===== src/rtl/sample_timer_if.sv =====
// Control and status bundle for the sample timer.
interface sample_timer_if #(
  parameter int unsigned WIDTH  = 4,
  parameter int unsigned WRAP_W = 16
);
  logic              enable;
  logic              mode;
  logic              start;
  logic              stop;
  logic [WIDTH-1:0]  period;
  logic              capture_in;
  logic [WIDTH-1:0]  count;
  logic              tick;
  logic              done;
  logic              busy;
  logic [WRAP_W-1:0] wraps;
  logic [WIDTH-1:0]  capture_val;
  logic              capture_valid;

  modport master (
    output enable, mode, start, stop, period, capture_in,
    input  count, tick, done, busy, wraps, capture_val, capture_valid
  );

  modport slave (
    input  enable, mode, start, stop, period, capture_in,
    output count, tick, done, busy, wraps, capture_val, capture_valid
  );
endinterface


===== src/rtl/sample_timer.sv =====
// Programmable sample timer: free-run / one-shot terminal counter with
// saturating wrap counter and timestamp capture on a sample strobe.
module sample_timer #(
  parameter int unsigned WIDTH  = 4,
  parameter int unsigned WRAP_W = 16
) (
  input  logic          clk_200,
  input  logic          reset_n,
  sample_timer_if.slave bus
);
  typedef enum logic {
    IDLE = 1'b0,
    RUN  = 1'b1
  } state_t;

  localparam logic [WIDTH-1:0]  PERIOD_RST = '1;
  localparam logic [WRAP_W-1:0] WRAP_MAX   = '1;

  state_t            state, state_d;
  logic [WIDTH-1:0]  count_q, count_d;
  logic [WIDTH-1:0]  period_q, period_d;
  logic              mode_q, mode_d;
  logic [WRAP_W-1:0] wraps_q, wraps_d;
  logic              tick_q, tick_d;
  logic              done_q, done_d;
  logic              busy_q, busy_d;
  logic [WIDTH-1:0]  cap_val_q, cap_val_d;
  logic              cap_vld_q, cap_vld_d;

  // Next-state and next-output logic; stop beats start, start beats counting.
  always_comb begin
    state_d   = state;
    count_d   = count_q;
    period_d  = period_q;
    mode_d    = mode_q;
    wraps_d   = wraps_q;
    tick_d    = 1'b0;
    done_d    = 1'b0;
    cap_val_d = cap_val_q;
    cap_vld_d = 1'b0;

    // Timestamp is the count present in the strobe cycle (pre-wrap on terminal).
    if (state == RUN && bus.capture_in) begin
      cap_val_d = count_q;
      cap_vld_d = 1'b1;
    end

    case (state)
      IDLE: begin
        count_d = '0;
        if (bus.start && !bus.stop) begin
          state_d  = RUN;
          period_d = bus.period;
          mode_d   = bus.mode;
          wraps_d  = '0;
        end
      end
      RUN: begin
        if (bus.stop) begin
          state_d = IDLE;
          count_d = '0;
        end else if (bus.start) begin
          period_d = bus.period;
          mode_d   = bus.mode;
          count_d  = '0;
          wraps_d  = '0;
        end else if (bus.enable) begin
          if (count_q == period_q) begin
            count_d = '0;
            tick_d  = 1'b1;
            if (wraps_q != WRAP_MAX) begin
              wraps_d = wraps_q + WRAP_W'(1);
            end
            if (mode_q) begin
              done_d  = 1'b1;
              state_d = IDLE;
            end
          end else begin
            count_d = count_q + WIDTH'(1);
          end
        end
      end
      default: begin
        state_d = IDLE;
        count_d = '0;
      end
    endcase

    busy_d = (state_d == RUN);
  end

  // State and output registers with synchronous active-low reset.
  always_ff @(posedge clk_200) begin
    if (!reset_n) begin
      state     <= IDLE;
      count_q   <= '0;
      period_q  <= PERIOD_RST;
      mode_q    <= 1'b0;
      wraps_q   <= '0;
      tick_q    <= 1'b0;
      done_q    <= 1'b0;
      busy_q    <= 1'b0;
      cap_val_q <= '0;
      cap_vld_q <= 1'b0;
    end else begin
      state     <= state_d;
      count_q   <= count_d;
      period_q  <= period_d;
      mode_q    <= mode_d;
      wraps_q   <= wraps_d;
      tick_q    <= tick_d;
      done_q    <= done_d;
      busy_q    <= busy_d;
      cap_val_q <= cap_val_d;
      cap_vld_q <= cap_vld_d;
    end
  end

  assign bus.count         = count_q;
  assign bus.tick          = tick_q;
  assign bus.done          = done_q;
  assign bus.busy          = busy_q;
  assign bus.wraps         = wraps_q;
  assign bus.capture_val   = cap_val_q;
  assign bus.capture_valid = cap_vld_q;
endmodule


===== src/flat_wrapper.sv =====
// flat-port wrapper written by rule: the top's interface ports become plain ports
module sample_timer_flat 
#(
  parameter int unsigned WIDTH  = 4,
  parameter int unsigned WRAP_W = 16
)
  (clk_200, reset_n, bus_enable, bus_mode, bus_start, bus_stop, bus_period, bus_capture_in, bus_count, bus_tick, bus_done, bus_busy, bus_wraps, bus_capture_val, bus_capture_valid);
  sample_timer_if #(.WIDTH(WIDTH), .WRAP_W(WRAP_W)) bus_i ();
  input  logic clk_200;
  input  logic reset_n;
  input wire logic [$bits(bus_i.enable)-1:0] bus_enable;
  input wire logic [$bits(bus_i.mode)-1:0] bus_mode;
  input wire logic [$bits(bus_i.start)-1:0] bus_start;
  input wire logic [$bits(bus_i.stop)-1:0] bus_stop;
  input wire logic [$bits(bus_i.period)-1:0] bus_period;
  input wire logic [$bits(bus_i.capture_in)-1:0] bus_capture_in;
  output wire logic [$bits(bus_i.count)-1:0] bus_count;
  output wire logic [$bits(bus_i.tick)-1:0] bus_tick;
  output wire logic [$bits(bus_i.done)-1:0] bus_done;
  output wire logic [$bits(bus_i.busy)-1:0] bus_busy;
  output wire logic [$bits(bus_i.wraps)-1:0] bus_wraps;
  output wire logic [$bits(bus_i.capture_val)-1:0] bus_capture_val;
  output wire logic [$bits(bus_i.capture_valid)-1:0] bus_capture_valid;
  assign bus_i.enable = bus_enable;
  assign bus_i.mode = bus_mode;
  assign bus_i.start = bus_start;
  assign bus_i.stop = bus_stop;
  assign bus_i.period = bus_period;
  assign bus_i.capture_in = bus_capture_in;
  assign bus_count = bus_i.count;
  assign bus_tick = bus_i.tick;
  assign bus_done = bus_i.done;
  assign bus_busy = bus_i.busy;
  assign bus_wraps = bus_i.wraps;
  assign bus_capture_val = bus_i.capture_val;
  assign bus_capture_valid = bus_i.capture_valid;
  sample_timer #(.WIDTH(WIDTH), .WRAP_W(WRAP_W)) u_core (.clk_200(clk_200), .reset_n(reset_n), .bus(bus_i));
endmodule

===== config.mk =====
export PLATFORM = sky130hd
export DESIGN_NAME = sample_timer_flat
export DESIGN_NICKNAME = d
export VERILOG_FILES = /design/src/rtl/sample_timer_if.sv /design/src/rtl/sample_timer.sv /design/src/flat_wrapper.sv
export SDC_FILE = /design/constraint.sdc
export NUM_CORES = 1
export LEC_CHECK = 0
export ABC_AREA = 1
export BUFFER_PORTS_ARGS = -buffer_cell sky130_fd_sc_hd__buf_2
export CAP_MARGIN = 10
export CORE_AREA = 2 2 64 66
export CTS_BUF_LIST = sky130_fd_sc_hd__clkbuf_2
export DETAILED_ROUTE_END_ITERATION = 16
export DIE_AREA = 0 0 66 68
export GPL_ROUTABILITY_DRIVEN = 0
export PLACE_DENSITY = 0.76
export RECOVER_POWER = 25
export SYNTH_ARGS = -nofsm -noshare
export SYNTH_HDL_FRONTEND = slang
export SYNTH_SLANG_ARGS = --single-unit
export TNS_END_PERCENT = 20

===== constraint.sdc =====
create_clock -name clk_200 -period 1.35 [get_ports clk_200]
set_input_delay 0.27 -clock clk_200 [delete_from_list [all_inputs] [get_ports clk_200]]
set_output_delay 0.27 -clock clk_200 [all_outputs]
set_load 0.01 [all_outputs]

==> results.ini <==
[timing]
drv_slew = 0
max_freq_mhz = 686
fin_worst_skew_ps = 14.9
final_hold_viol_count = 0
rsz0062_at_grt = true
final.setup.worst_slack_ps = -108
setup_viol = 17
period_share_pct = 108
max-slew-margin-rel_pct = 82.2
worstMarginPinSlew_ps = 265
setup_tns_ps = -1220
period_minus_slack_ps = 1460
whs_ps = 75.7

[floorplanning]
io_pins = 39
die-width_microns = 66
die_h_microns = 68
initial_utilization_pct = 48.5
dieArea_sq_mm = 0.00449
rows = 23
core_area_sq_mm = 0.00386

[grt]
grt_pass1_wl_mm = 8.23
overflow = 0
antenna_found_initial = 0
grt_max_degree = 13
grt_pass1_vias = 1930
grt_usage_pct = 24.1

[logic_synthesis]
async_flop_share_pct = 0
synth_edf_count = 0
synthFlopType = dfxtp_1
yosys.area_share.adder_pct = 1.34
synth_top_family_by_area = simple AND/OR/NAND/NOR gates
netlist_area_sq_mm = 0.00187
yosys.area_share.simple_pct = 43.7
ys_seq_area_share_pct = 35.3
avgSynthCellArea_sq_um = 6.70
netlist_instances = 279
netlist-cell-type-count = 29
muxShareOfSynthArea_pct = 0
synth_compound_area_share_pct = 8.37
syn_nets = 292
ys_warn_count = 0
synth_xor_area_share_pct = 2.81
yosys_register_bits = 33

[final_layout]
multiInputGateArea_sq_mm = 0.00109
seq_area_sq_um = 689
final_common_cell = nand2_1
fin_nets = 377
area_growth_pct = 41.8
diodes = 0
layout_common_cells = nand2_1 (69), nor2_1 (47), buf_4 (36)
drive_above_1_share_pct = 37.3
fillers = 363

[detailed_routing]
ant_nets = 0
vias = 2070
drt_wl_total_mm = 5.10
drcViolationCount = 0
viasPerCell = 4.99
firstDrtPassIters = 4
drt_first_iter_violations = 97
wl_per_cell_microns = 12.3

[power]
intPower_w = 0.00129
peakVddDrop_uv = 512
p_switching_w = 0.000594
p_seq_share_pct = 55.2
powerDensity_mw_per_mm2 = 710
pwr-share-clk_pct = 27.4
power.leakage_nw = 1.21
switching_share_pct = 31.5
combPwrFrac_pct = 17.4

[setup_path]
critical_path_depth = 10
cp.required_ps = 1680
rr_worst_depth = 10
path_class = reg2reg
critPathMaxStageDelay_ps = 400
cp_slowest_cell = dfxtp_4
worst-path-max-fanout = 6
critPathBufInv = 2
cp_top_family = simple AND/OR/NAND/NOR gates
arrival_ps = 1790
ff2ff_setup_slack_ps = -110
crit_path_cell_trace = ha_4, nand2_4, nor2_4, buf_4, buf_4, nand2_1, nand3_1, nor2_1, nand3_1, a21oi_1
cp-end-kind = flop
crit_path_start_kind = flop

[place]
io_buffers = 38
hpwl_mm = 3.81
dp_slack_ps = -156

[clock_tree]
h-tree-depth = 2
cts_tree = done
clockBufferDepth = 2
clk_pin_slew_ps = 190
root_buffer = clkbuf_2
cts-hold-fix-buffers = 0
cts_buffers = 5
clkLatencyLatePin_ps = 400
cts_sinks = 33

[hold_path]
hold_class = in2reg
holdPathStages = 3

[status]
status = complete, but fails checks
violations = negative setup slack

[flow_run]
cap_violations = 0

-- cell families (layout without fill, tap and decap cells) --
family | Yosys count | in the layout
fa+ha+maj | 2 | 2
xor+xnor | 6 | 6
simple gates | 177 | 177
compound gates | 27 | 27
buf+inv | 34 | 120
flops | 33 | 33
-- per-stage QoR --
stage | total power, W | utilization (%) | std cells | instance area (sq um)
2_1_floorplan | 0.00123 | - | 279 | 1900
3_3_place_gp | 0.00136 | 63.5 | 405 | 2450
3_5_place_dp | 0.00137 | 63.5 | 405 | 2450
4_1_cts | 0.00189 | 65.9 | 414 | 2540
5_1_grt | 0.00198 | 68.8 | 415 | 2650
6_report | 0.00188 | 68.8 | 415 | 2650
-- synth_stat cells, types with 2 or more instances --
cell type	number	area share (%)
a21oi_1	11	2.9
buf_6	2	1.2
dfxtp_1	33	35
ha_1	2	1.3
inv_1	23	4.6
inv_2	5	1.0
nand2_1	69	14
nand2_2	3	1.0
nand2_4	2	1.2
nand3_1	37	9.9
nand3_2	5	2.7
nand4_1	3	1.0
nor2_1	48	9.6
nor2_2	2	0.67
nor2_4	3	1.8
nor3_1	2	0.54
o21ai_0	11	2.9
o21bai_1	3	1.2
xnor2_1	4	1.9
xor2_1	2	0.94
-- final timing paths --
kind	start	end
setup / recovery	u_core.bus.wraps[0]	u_core.bus.wraps[4]
hold / removal	bus_period[1]	u_core.period_q[1]
setup reg to reg	u_core.bus.wraps[0]	u_core.bus.wraps[4]
hold reg to reg	u_core.bus.capture_val[3]	u_core.bus.capture_val[3]
-- worst min-delay path: stages --
cell	delay [ps]
buf_2	70
nand2_1	40
nand3_1	70
-- metal layers --
metal	part of all wire [%]	up-vias	global-route usage (%)
met4	1.8	0	9.44
li1	-	1067	-
met3	4.3	11	4.61
met2	52	48	45.6
met1	42	944	26.7
met5	0	-	0
-- timing repair --
action                                 4_1_cts  5_1_grt
setup endpoints to repair                   27       36
buffers inserted                             1        1
cloned                                       0        0
endpoints found under the hold margin        0        0
pin swaps                                    3        2
gates resized for setup                     18       27
-- registers in the layout (all words and copies together) (netlist names), 4 cells and up --
signal                  count
u_core.bus.wraps           16
u_core.bus.capture_val      4
u_core.bus.count            4
u_core.period_q             4
-- cell type report --
cell class | instances | share of cell area (%)
Clock buffer | 5 | 0.944
Clock inverter | 3 | 0.802
Inverter | 29 | 4.29
Multi-Input combinational cell | 212 | 41.0
Sequential cell | 33 | 26.0
Tap cell | 50 | 2.36
Timing Repair Buffer | 83 | 24.6
-- power by group through the flow --
stage / logic (W) / clock network [W] / registers (W)
floorplan: 0.000161 / 0 / 0.00107
global placement: 0.000301 / 0 / 0.00106
detailed placement: 0.000308 / 0 / 0.00106
CTS: 0.000315 / 0.000534 / 0.00104
global route: 0.000362 / 0.000570 / 0.00104
finish: 0.000328 / 0.000517 / 0.00104
No activity file was read; power rests on OpenSTA's default activity.
